==> src/rtl/turbo_frame_sched_if.sv <==
// Scheduler-side handshake bundle: rx FIFO read port, decoder enable/valid,
// tx FIFO status and the scheduler's status/error outputs.
interface turbo_frame_sched_if #(
  parameter int unsigned CNT_W = 16
);
  logic             rx_fifo_empty;
  logic             rx_fifo_rden;
  logic             dec_en;
  logic             dec_we;
  logic             tx_fifo_full;
  logic             busy;
  logic             frame_done;
  logic [CNT_W-1:0] frame_cnt;
  logic             ovf_err;
  logic             stray_err;
  logic             timeout;

  modport master (
    input  rx_fifo_empty, dec_we, tx_fifo_full,
    output rx_fifo_rden, dec_en, busy, frame_done, frame_cnt,
           ovf_err, stray_err, timeout
  );

  modport slave (
    output rx_fifo_empty, dec_we, tx_fifo_full,
    input  rx_fifo_rden, dec_en, busy, frame_done, frame_cnt,
           ovf_err, stray_err, timeout
  );
endinterface

==> src/rtl/turbo_frame_sched.sv <==
// Turbo decoder frame scheduler: IDLE -> LOAD -> RUN -> GAP, one frame at a time.
// Optional LOAD+RUN watchdog abort enabled by defining TURBO_SCHED_WDOG_EN.
module turbo_frame_sched #(
  parameter int unsigned FRAME_WORDS = 260,
  parameter int unsigned OUT_WORDS   = 20,
  parameter int unsigned GAP_CYCLES  = 16,
  parameter int unsigned WDOG_CYCLES = 11000,
  parameter int unsigned CNT_W       = 16
) (
  input  logic                clk_dp,
  input  logic                clk_dp_rst_n,
  turbo_frame_sched_if.master bus
);

  typedef enum logic [1:0] {ST_IDLE, ST_LOAD, ST_RUN, ST_GAP} state_t;

  localparam logic [CNT_W-1:0] RD_LAST  = CNT_W'(FRAME_WORDS - 1);
  localparam logic [CNT_W-1:0] OUT_LAST = CNT_W'(OUT_WORDS - 1);
  localparam logic [CNT_W-1:0] GAP_LAST = CNT_W'(GAP_CYCLES - 1);

  state_t           state_q;
  logic [CNT_W-1:0] rd_cnt_q;
  logic [CNT_W-1:0] out_cnt_q;
  logic [CNT_W-1:0] gap_cnt_q;
  logic [CNT_W-1:0] frame_cnt_q;
  logic             dec_en_q;
  logic             busy_q;
  logic             frame_done_q;
  logic             ovf_q;
  logic             stray_q;
  logic             timeout_q;
  logic             rden;
  logic             last_out;

  assign rden     = (state_q == ST_LOAD) && !bus.rx_fifo_empty;
  assign last_out = (state_q == ST_RUN) && bus.dec_we && (out_cnt_q == OUT_LAST);

`ifdef TURBO_SCHED_WDOG_EN
  localparam logic [CNT_W-1:0] WD_LAST = CNT_W'(WDOG_CYCLES - 1);
  logic [CNT_W-1:0] wd_cnt_q;
`endif

  always_ff @(posedge clk_dp) begin
    if (!clk_dp_rst_n) begin
      state_q      <= ST_IDLE;
      rd_cnt_q     <= '0;
      out_cnt_q    <= '0;
      gap_cnt_q    <= '0;
      frame_cnt_q  <= '0;
      dec_en_q     <= 1'b0;
      busy_q       <= 1'b0;
      frame_done_q <= 1'b0;
      ovf_q        <= 1'b0;
      stray_q      <= 1'b0;
      timeout_q    <= 1'b0;
`ifdef TURBO_SCHED_WDOG_EN
      wd_cnt_q     <= '0;
`endif
    end else begin
      frame_done_q <= 1'b0;
      timeout_q    <= 1'b0;
      if (bus.dec_we && bus.tx_fifo_full) ovf_q <= 1'b1;
      if (bus.dec_we && (state_q != ST_RUN)) stray_q <= 1'b1;
`ifdef TURBO_SCHED_WDOG_EN
      if ((state_q == ST_LOAD) || (state_q == ST_RUN)) wd_cnt_q <= wd_cnt_q + 1'b1;
`endif

      unique case (state_q)
        ST_IDLE: begin
          if (!bus.rx_fifo_empty) begin
            state_q   <= ST_LOAD;
            dec_en_q  <= 1'b1;
            busy_q    <= 1'b1;
            rd_cnt_q  <= '0;
            out_cnt_q <= '0;
`ifdef TURBO_SCHED_WDOG_EN
            wd_cnt_q  <= '0;
`endif
          end
        end
        ST_LOAD: begin
          if (rden) begin
            if (rd_cnt_q == RD_LAST) begin
              state_q  <= ST_RUN;
              rd_cnt_q <= '0;
            end else begin
              rd_cnt_q <= rd_cnt_q + 1'b1;
            end
          end
        end
        ST_RUN: begin
          if (last_out) begin
            state_q      <= ST_GAP;
            dec_en_q     <= 1'b0;
            frame_done_q <= 1'b1;
            frame_cnt_q  <= frame_cnt_q + 1'b1;
            out_cnt_q    <= '0;
            gap_cnt_q    <= '0;
          end else if (bus.dec_we) begin
            out_cnt_q <= out_cnt_q + 1'b1;
          end
        end
        ST_GAP: begin
          if (gap_cnt_q == GAP_LAST) begin
            state_q <= ST_IDLE;
            busy_q  <= 1'b0;
          end else begin
            gap_cnt_q <= gap_cnt_q + 1'b1;
          end
        end
        default: state_q <= ST_IDLE;
      endcase

`ifdef TURBO_SCHED_WDOG_EN
      // Abort overrides the case above, except when the final word lands on the expiry edge.
      if (((state_q == ST_LOAD) || (state_q == ST_RUN)) && (wd_cnt_q == WD_LAST) && !last_out) begin
        state_q   <= ST_GAP;
        dec_en_q  <= 1'b0;
        timeout_q <= 1'b1;
        rd_cnt_q  <= '0;
        out_cnt_q <= '0;
        gap_cnt_q <= '0;
      end
`endif
    end
  end

  assign bus.rx_fifo_rden = rden;
  assign bus.dec_en       = dec_en_q;
  assign bus.busy         = busy_q;
  assign bus.frame_done   = frame_done_q;
  assign bus.frame_cnt    = frame_cnt_q;
  assign bus.ovf_err      = ovf_q;
  assign bus.stray_err    = stray_q;
  assign bus.timeout      = timeout_q;

endmodule

==> src/flat_wrapper.sv <==
// flat-port wrapper written by rule: the top's interface ports become plain ports
module turbo_frame_sched_flat 
#(
  parameter int unsigned FRAME_WORDS = 260,
  parameter int unsigned OUT_WORDS   = 20,
  parameter int unsigned GAP_CYCLES  = 16,
  parameter int unsigned WDOG_CYCLES = 11000,
  parameter int unsigned CNT_W       = 16
)
  (clk_dp, clk_dp_rst_n, bus_rx_fifo_empty, bus_dec_we, bus_tx_fifo_full, bus_rx_fifo_rden, bus_dec_en, bus_busy, bus_frame_done, bus_frame_cnt, bus_ovf_err, bus_stray_err, bus_timeout);
  turbo_frame_sched_if #(.CNT_W(CNT_W)) bus_i ();
  input  logic clk_dp;
  input  logic clk_dp_rst_n;
  input wire logic [$bits(bus_i.rx_fifo_empty)-1:0] bus_rx_fifo_empty;
  input wire logic [$bits(bus_i.dec_we)-1:0] bus_dec_we;
  input wire logic [$bits(bus_i.tx_fifo_full)-1:0] bus_tx_fifo_full;
  output wire logic [$bits(bus_i.rx_fifo_rden)-1:0] bus_rx_fifo_rden;
  output wire logic [$bits(bus_i.dec_en)-1:0] bus_dec_en;
  output wire logic [$bits(bus_i.busy)-1:0] bus_busy;
  output wire logic [$bits(bus_i.frame_done)-1:0] bus_frame_done;
  output wire logic [$bits(bus_i.frame_cnt)-1:0] bus_frame_cnt;
  output wire logic [$bits(bus_i.ovf_err)-1:0] bus_ovf_err;
  output wire logic [$bits(bus_i.stray_err)-1:0] bus_stray_err;
  output wire logic [$bits(bus_i.timeout)-1:0] bus_timeout;
  assign bus_i.rx_fifo_empty = bus_rx_fifo_empty;
  assign bus_i.dec_we = bus_dec_we;
  assign bus_i.tx_fifo_full = bus_tx_fifo_full;
  assign bus_rx_fifo_rden = bus_i.rx_fifo_rden;
  assign bus_dec_en = bus_i.dec_en;
  assign bus_busy = bus_i.busy;
  assign bus_frame_done = bus_i.frame_done;
  assign bus_frame_cnt = bus_i.frame_cnt;
  assign bus_ovf_err = bus_i.ovf_err;
  assign bus_stray_err = bus_i.stray_err;
  assign bus_timeout = bus_i.timeout;
  turbo_frame_sched #(.FRAME_WORDS(FRAME_WORDS), .OUT_WORDS(OUT_WORDS), .GAP_CYCLES(GAP_CYCLES), .WDOG_CYCLES(WDOG_CYCLES), .CNT_W(CNT_W)) u_core (.clk_dp(clk_dp), .clk_dp_rst_n(clk_dp_rst_n), .bus(bus_i));
endmodule
==> config.mk <==
export PLATFORM = sky130hd
export DESIGN_NAME = turbo_frame_sched_flat
export DESIGN_NICKNAME = d
export VERILOG_FILES = /design/src/rtl/turbo_frame_sched_if.sv /design/src/rtl/turbo_frame_sched.sv /design/src/flat_wrapper.sv
export SDC_FILE = /design/constraint.sdc
export NUM_CORES = 1
export LEC_CHECK = 0
export BUFFER_PORTS_ARGS = -buffer_cell sky130_fd_sc_hd__buf_4
export CAP_MARGIN = 20
export CORE_MARGIN = 2
export CORE_UTILIZATION = 25
export CTS_CLUSTER_DIAMETER = 60
export DETAILED_ROUTE_END_ITERATION = 12
export HOLD_SLACK_MARGIN = 0.1
export PLACE_DENSITY_LB_ADDON = 0.3
export SLEW_MARGIN = 20
export SYNTH_ARGS = -nofsm -noshare
export SYNTH_HDL_FRONTEND = slang
export SYNTH_SLANG_ARGS = --single-unit
==> constraint.sdc <==
create_clock -name clk_dp -period 1.9 [get_ports clk_dp]
set_clock_uncertainty 0.1 [all_clocks]
set_input_delay 0.095 -clock clk_dp [delete_from_list [all_inputs] [get_ports clk_dp]]
set_output_delay 0.095 -clock clk_dp [all_outputs]
set_load 0.03 [all_outputs]
==> impl_metrics.ini, run 1 <==
[clocking]
htreeDepth = 3
path_clk_slew_ps = 60
cts.sinks = 71
cts_tree = built
clockBufferDepth = 2
cts_buffers = 9
cts_root_buf = clkbuf_16
clk_latency_ps = 340

[power]
p_total_mw = 5.02
powerDensity_mw_per_mm2 = 946
leakagePower_nw = 2.07
peakVddDrop_v = 0.000700

[synthesis]
synth-compound-area-share = 0.0833
synth_top_family_by_area = simple AND/OR/NAND/NOR gates
syn-num-nets = 410
async_reset_ff_frac = 0
synth_xor_xnor_area_share = 0.109
ys_seq_area_frac = 0.412
ys_seq_elements = 71
synth_area_mm2 = 0.00345
netlist_instances = 397
synth_cell_types = 51
yosysWarningCount = 0
synth_edf_count = 0
synth_top_area_cell = dfxtp_1
synthTopCellsByArea = dfxtp_1 41%, xor2_1 7.6%, nor2_1 6.8%
yosysTopAreaCellShare = 0.412
yosys.area_share.adder = 0.0290
synth-main-ff-cell = dfxtp_1
synth-simple-area-share = 0.319
avgSynthCellArea_um2 = 8.70
synthMuxAreaShare = 0.0163

[floorplanning]
row_count = 42
io_pins = 28
die_h_um = 122
initial_core_util = 0.259
die_area_mm2 = 0.0148
core_mm2 = 0.0133
die_w_um = 122

[routing]
dr.pass1.iters = 4
wl_met3_um = 326
wl_per_cell_um = 12.7
met1Wirelength_um = 4360
met2_length_um = 4180
post-route-drc-count = 0
viasPerCell = 4.65
ant_nets = 0
highest_layer = met4
routed_wl_um = 9010
vias = 3287
dr.first_iter.drc_count = 150

[finish]
final_nets = 539
fill_cells = 1361
diodes = 0
layout_commonest_cell = buf_4
drive_gt1_frac = 0.380
area_growth_pct = 53.6
final_cell_mix = 107 x buf_4, 64 x dfxtp_1, 60 x nor2_1, 30 x xor2_1

[setup_path]
path_max_fanout = 5
crit_type = reg -> reg
cp_cell_sequence = or4_4 -> o41a_4 -> nand4_4 -> nor2_2 -> mux2_4
setup.worst_path.start_class = flop
r2r_setup_slack_ps = -190
reg2reg_depth = 5
max_stage_delay_ps = 550
slowest_stage = o41a_4
r2r_end = u_core.gap_cnt_q[6]
cp-startpoint = u_core.gap_cnt_q[6]
required_ps = 2020
worst_ep_arrival_time_ps = 2210
r2r-start = u_core.gap_cnt_q[6]
endpoint_kind = flop

[global_routing]
grt_pass1_wl_um = 15200
grt_max_degree = 17
grt_overflow_total = 0
antenna_found_initial = 0
grt_pass1_vias = 3217
grt_use_total = 0.127

[timing]
fin_crit_ps = 2090
hold-worst-slack_ps = 391
setup_viol = 23
drv_slew = 0
worst_slack_ps = -190
hold_viol_final = 0
rsz0062_at_grt = true
fmax_ghz = 0.478
period_share = 1.10

[place]
io_buffers = 26
place_ws_ps = -218
place.gp.congestion = 0.763
dp_hpwl_um = 6270

[min_path]
min_to = u_core.rd_cnt_q[1]
hold_depth = 2
min_from = u_core.rd_cnt_q[1]
hold_path_class = reg -> reg

[outcome]
violations = setup timing
run_status = complete, but fails checks

[flow_run]
max_cap_violations = 0
==> final cells by class <==
cell class	count	area, µm²	area share
tap	176	220	0.0415
inverter	11	46.3	0.00873
clock buffer	9	225	0.0425
timing repair buffer	131	1090	0.205
clock inverter	7	96.3	0.0182
sequential	71	1440	0.271
multi-input combinational	302	2190	0.413
==> layer usage <==
metal  vias up  GRT usage
met4         0     0.0460
met1      1565      0.169
met2        41      0.199
met5         -          0
met3        12     0.0337
li1       1669          -
==> report_power, final <==
group | leakage, nW | switching, mW | internal, mW
registers | 0.577 | 0.0725 | 1.58
clock network | 0.160 | 0.672 | 1.15
logic | 1.34 | 0.745 | 0.802
total | 2.07 | 1.49 | 3.53
==> timing repair <==
action,CTS,global route
buffers inserted,11,8
hold buffers,5,0
hold endpoints to repair,7,0
gates resized for setup,28,52
pin swaps,16,30
setup endpoints to repair,29,51
==> worst max-delay path by stage <==
stage,end,cells past startpoint
after global placement,u_core.gap_cnt_q[6],5
after global routing,u_core.bus.frame_cnt[11],7
after CTS,u_core.gap_cnt_q[6],5
after detailed placement,u_core.state_q[0],6
final,u_core.gap_cnt_q[6],5
after floorplan,u_core.gap_cnt_q[6],5
==> critical path, delay by kind of cell, from the launching register on <==
family	cells	cell delay [ps]
AND/OR/NAND/NOR	3	730
AO/OA/AOI/OAI	1	550
flip-flops	1	310
multiplexers	1	290
==> state kept, by name (all words and copies together) (netlist names) <==
name and cells:
u_core.bus.frame_done 1, u_core.bus.busy 1, u_core.rd_cnt_q 16, u_core.state_q 2, u_core.out_cnt_q 16, u_core.bus.ovf_err 1, u_core.bus.dec_en 1, u_core.bus.frame_cnt 16
u_core.bus.stray_err 1, u_core.gap_cnt_q 16
==> synth_stat cells, types with 2 or more instances <==
library cell	n
a22oi_1	2
nand2b_1	2
o31ai_1	2
mux2i_1	3
a41oi_1	2
nor4_1	6
ha_1	8
nor2_1	63
o21bai_1	2
xor2_1	30
or3_1	11
a21oi_1	18
nor2b_1	2
and2_1	6
and4_1	7
nand2_1	24
nor4b_2	3
inv_1	11
dfxtp_1	71
nor3_1	6
nand4bb_1	2
nand4_1	21
clkbuf_1	9
buf_4	2
o21ai_0	15
nor4b_1	2
nand3_1	21
xnor2_1	13
or4_1	4
and3_1	8
==> metrics by stage <==
step / cell area, µm² / utilization / TNS [ps] / instances
after CTS: 5080 / 0.381 / -2580 / 700
final: 5310 / 0.397 / -2760 / 707
after detailed placement: 4500 / 0.337 / -2820 / 668
after global routing: 5310 / 0.397 / -5240 / 707
after global placement: 4500 / 0.337 / -2130 / 668
after floorplan: 3520 / - / -834 / 397
==> cell families (layout without fill, tap and decap cells) <==
logic type	count (synthesis)	after routing
buf+inv	24	158
simple gates	198	198
mux	5	5
xor+xnor	43	43
fa+ha+maj	8	8
other cells	1	1
compound gates	47	47
flops	71	71
(Power assumes the default switching activity.)
==> run 2, diff against run 1 <==
--- a/config.mk
+++ b/config.mk
@@ -5,12 +5,12 @@
 export SDC_FILE = /design/constraint.sdc
 export NUM_CORES = 1
 export LEC_CHECK = 0
-export BUFFER_PORTS_ARGS = -buffer_cell sky130_fd_sc_hd__buf_4
 export CAP_MARGIN = 20
 export CORE_MARGIN = 2
 export CORE_UTILIZATION = 25
 export CTS_CLUSTER_DIAMETER = 60
 export DETAILED_ROUTE_END_ITERATION = 12
+export DONT_BUFFER_PORTS = 1
 export HOLD_SLACK_MARGIN = 0.1
 export PLACE_DENSITY_LB_ADDON = 0.3
 export SLEW_MARGIN = 20
==> run 2 against run 1 <==
The run still ends with setup timing left. Clock power decreased by 4%. Flip-flop and latch count unchanged. Maximum frequency increased by 1.3%. Routed wire length increased by 1.8%. Sequential share of layout area increased by 0.66 points. Combinational power about the same. Critical endpoint is now u_core.gap_cnt_q[0]. Largest power group unchanged.
==> impl_metrics.ini, run 2 (synthesis results as in run 1) <==
[finish]
layout_commonest_cell = buf_4
fin_area_mm2 = 0.00516
area_growth_pct = 49.5
regArea_mm2 = 0.00143
multi_input_area_mm2 = 0.00223
fill_cells = 1372
drive_gt1_frac = 0.379
final_nets = 515
final_cell_mix = 85 x buf_4, 64 x dfxtp_1, 58 x nor2_1, 30 x xor2_1, 21 x nand4_1

[clocking]
cts.sinks = 71
cts_root_buf = clkbuf_16
cts_tree = built
htreeDepth = 3
clockBufferDepth = 2
clk_latency_ps = 340
path_clk_slew_ps = 60
cts_buffers = 9

[power]
p_clk_frac = 0.350
pwr-share-seq = 0.337
powerDensity_mw_per_mm2 = 964
peakVddDrop_v = 0.000579
switching_power_mw = 1.53
swShare = 0.308
internal-power_mw = 3.44
leakagePower_nw = 1.94
combPwrFrac = 0.313

[timing]
drv_slew = 0
setup_viol = 24
hold-worst-slack_ps = 144
worst_slack_ps = -163
period_share = 1.09
rsz0062_at_grt = true
setup_tns_ps = -2080
fin_crit_ps = 2060
fmax_ghz = 0.485
hold_viol_final = 0

[setup_path]
cp_cell_sequence = or4_4 -> o41a_4 -> buf_4 -> nand2_2 -> xor2_1 -> nor2_1
cpLargestDelayFamily = simple AND/OR/NAND/NOR gates
worst-path-buf-inv = 1
endpoint_kind = flop
path_max_fanout = 6
setup.worst_path.start_class = flop
max_stage_delay_ps = 560
worst_ep_arrival_time_ps = 2180
crit_type = reg -> reg
required_ps = 2020
slowest_stage = o41a_4

[global_routing]
grt_pass1_vias = 3151
use_met1 = 0.164
grt.busiest_layer = met2
antenna_found_initial = 1
grtUsageMet3 = 0.0375
grt_pass1_wl_um = 14800
grt_use_total = 0.127
grt_overflow_total = 0
use_met2 = 0.200
grt_max_degree = 16

[routing]
dr.pass1.iters = 4
wl_per_cell_um = 13.4
ant_nets = 0
vias = 3244
dr.first_iter.drc_count = 110
viasPerCell = 4.74
post-route-drc-count = 0
routed_wl_um = 9170

[floorplanning]
core_mm2 = 0.0133
die_w_um = 122
die_h_um = 122
die_area_mm2 = 0.0148
io_pins = 28
initial_core_util = 0.259
row_count = 42

[place]
dp_hpwl_um = 6390
placed_cell_area_mm2 = 0.00435
place_ws_ps = -227
io_buffers = 0
place.gp.congestion = 0.782

[flow_run]
max_cap_violations = 0

[min_path]
hold_path_class = in -> reg

[outcome]
run_status = complete, but fails checks
violations = setup timing
==> run 2: cell count changes in the layout (fill, tap and decap cells not counted), sizes merged <==
cell / before / now
buf: 126 / 102
clkbuf: 9 / 12
inv: 12 / 10
bufinv: 2 / 1
clkinvlp: 0 / 1
diode: 0 / 1
dlygate4sd3: 5 / 4
==> run 2: stage by stage <==
step,util,power (mW),instances
6_report,0.387,4.97,684
2_1_floorplan,-,2.40,397
4_1_cts,0.360,4.75,673
3_5_place_dp,0.326,2.87,649
3_3_place_gp,0.326,2.85,649
5_1_grt,0.387,5.21,684
==> run 2: worst reg2reg max path: stages, from the launching register on <==
cell     delay [ps]
dfxtp_1         310
or4_4           540
o41a_4          560
buf_4           170
nand2_2          70
xor2_1          160
nor2_1           50
==> run 2: area by class of cell <==
class	count	area share
multi-input combinational	302	0.432
sequential	71	0.277
timing repair buffer	107	0.177
clock buffer	11	0.0490
tap	176	0.0427
clock inverter	5	0.0109
inverter	11	0.0109
antenna	1	0.000485
==> run 2: worst paths after layout <==
| check | slack [ps] | start | to | depth (start not counted) |
|---|---|---|---|---|
| worst max-delay path | -160 | u_core.gap_cnt_q[7] | u_core.gap_cnt_q[0] | 6 |
| worst min-delay path | 140 | bus_rx_fifo_empty | u_core.bus.busy | 5 |
| worst min register to register | 380 | u_core.gap_cnt_q[10] | u_core.gap_cnt_q[10] | 2 |
| worst max register to register | -160 | u_core.gap_cnt_q[7] | u_core.gap_cnt_q[0] | 6 |
==> run 2: what timing repair did <==
| action | 4_1_cts | 5_1_grt |
|---|---|---|
| hold buffers | 4 | 0 |
| setup buffers | 4 | 9 |
| endpoints found under the setup margin | 48 | 52 |
| cloned | 0 | 1 |
| pin swaps | 16 | 33 |
| gates resized for setup | 28 | 64 |
| hold endpoints to repair | 62 | 0 |
==> run 2: routing by layer <==
metal,vias up,routed length [µm]
met1,1567,4430
met2,39,4230
li1,1625,-
met4,0,125
met3,13,387
met5,-,0
==> run 2: power groups by stage <==
stage               Combinational, mW  Sequential, mW  Clock [mW]
global route                     1.69            1.69        1.83
detailed placement               1.17            1.70           0
floorplan                       0.696            1.70           0
finish                           1.56            1.68        1.74
CTS                              1.29            1.67        1.79
global placement                 1.15            1.70           0
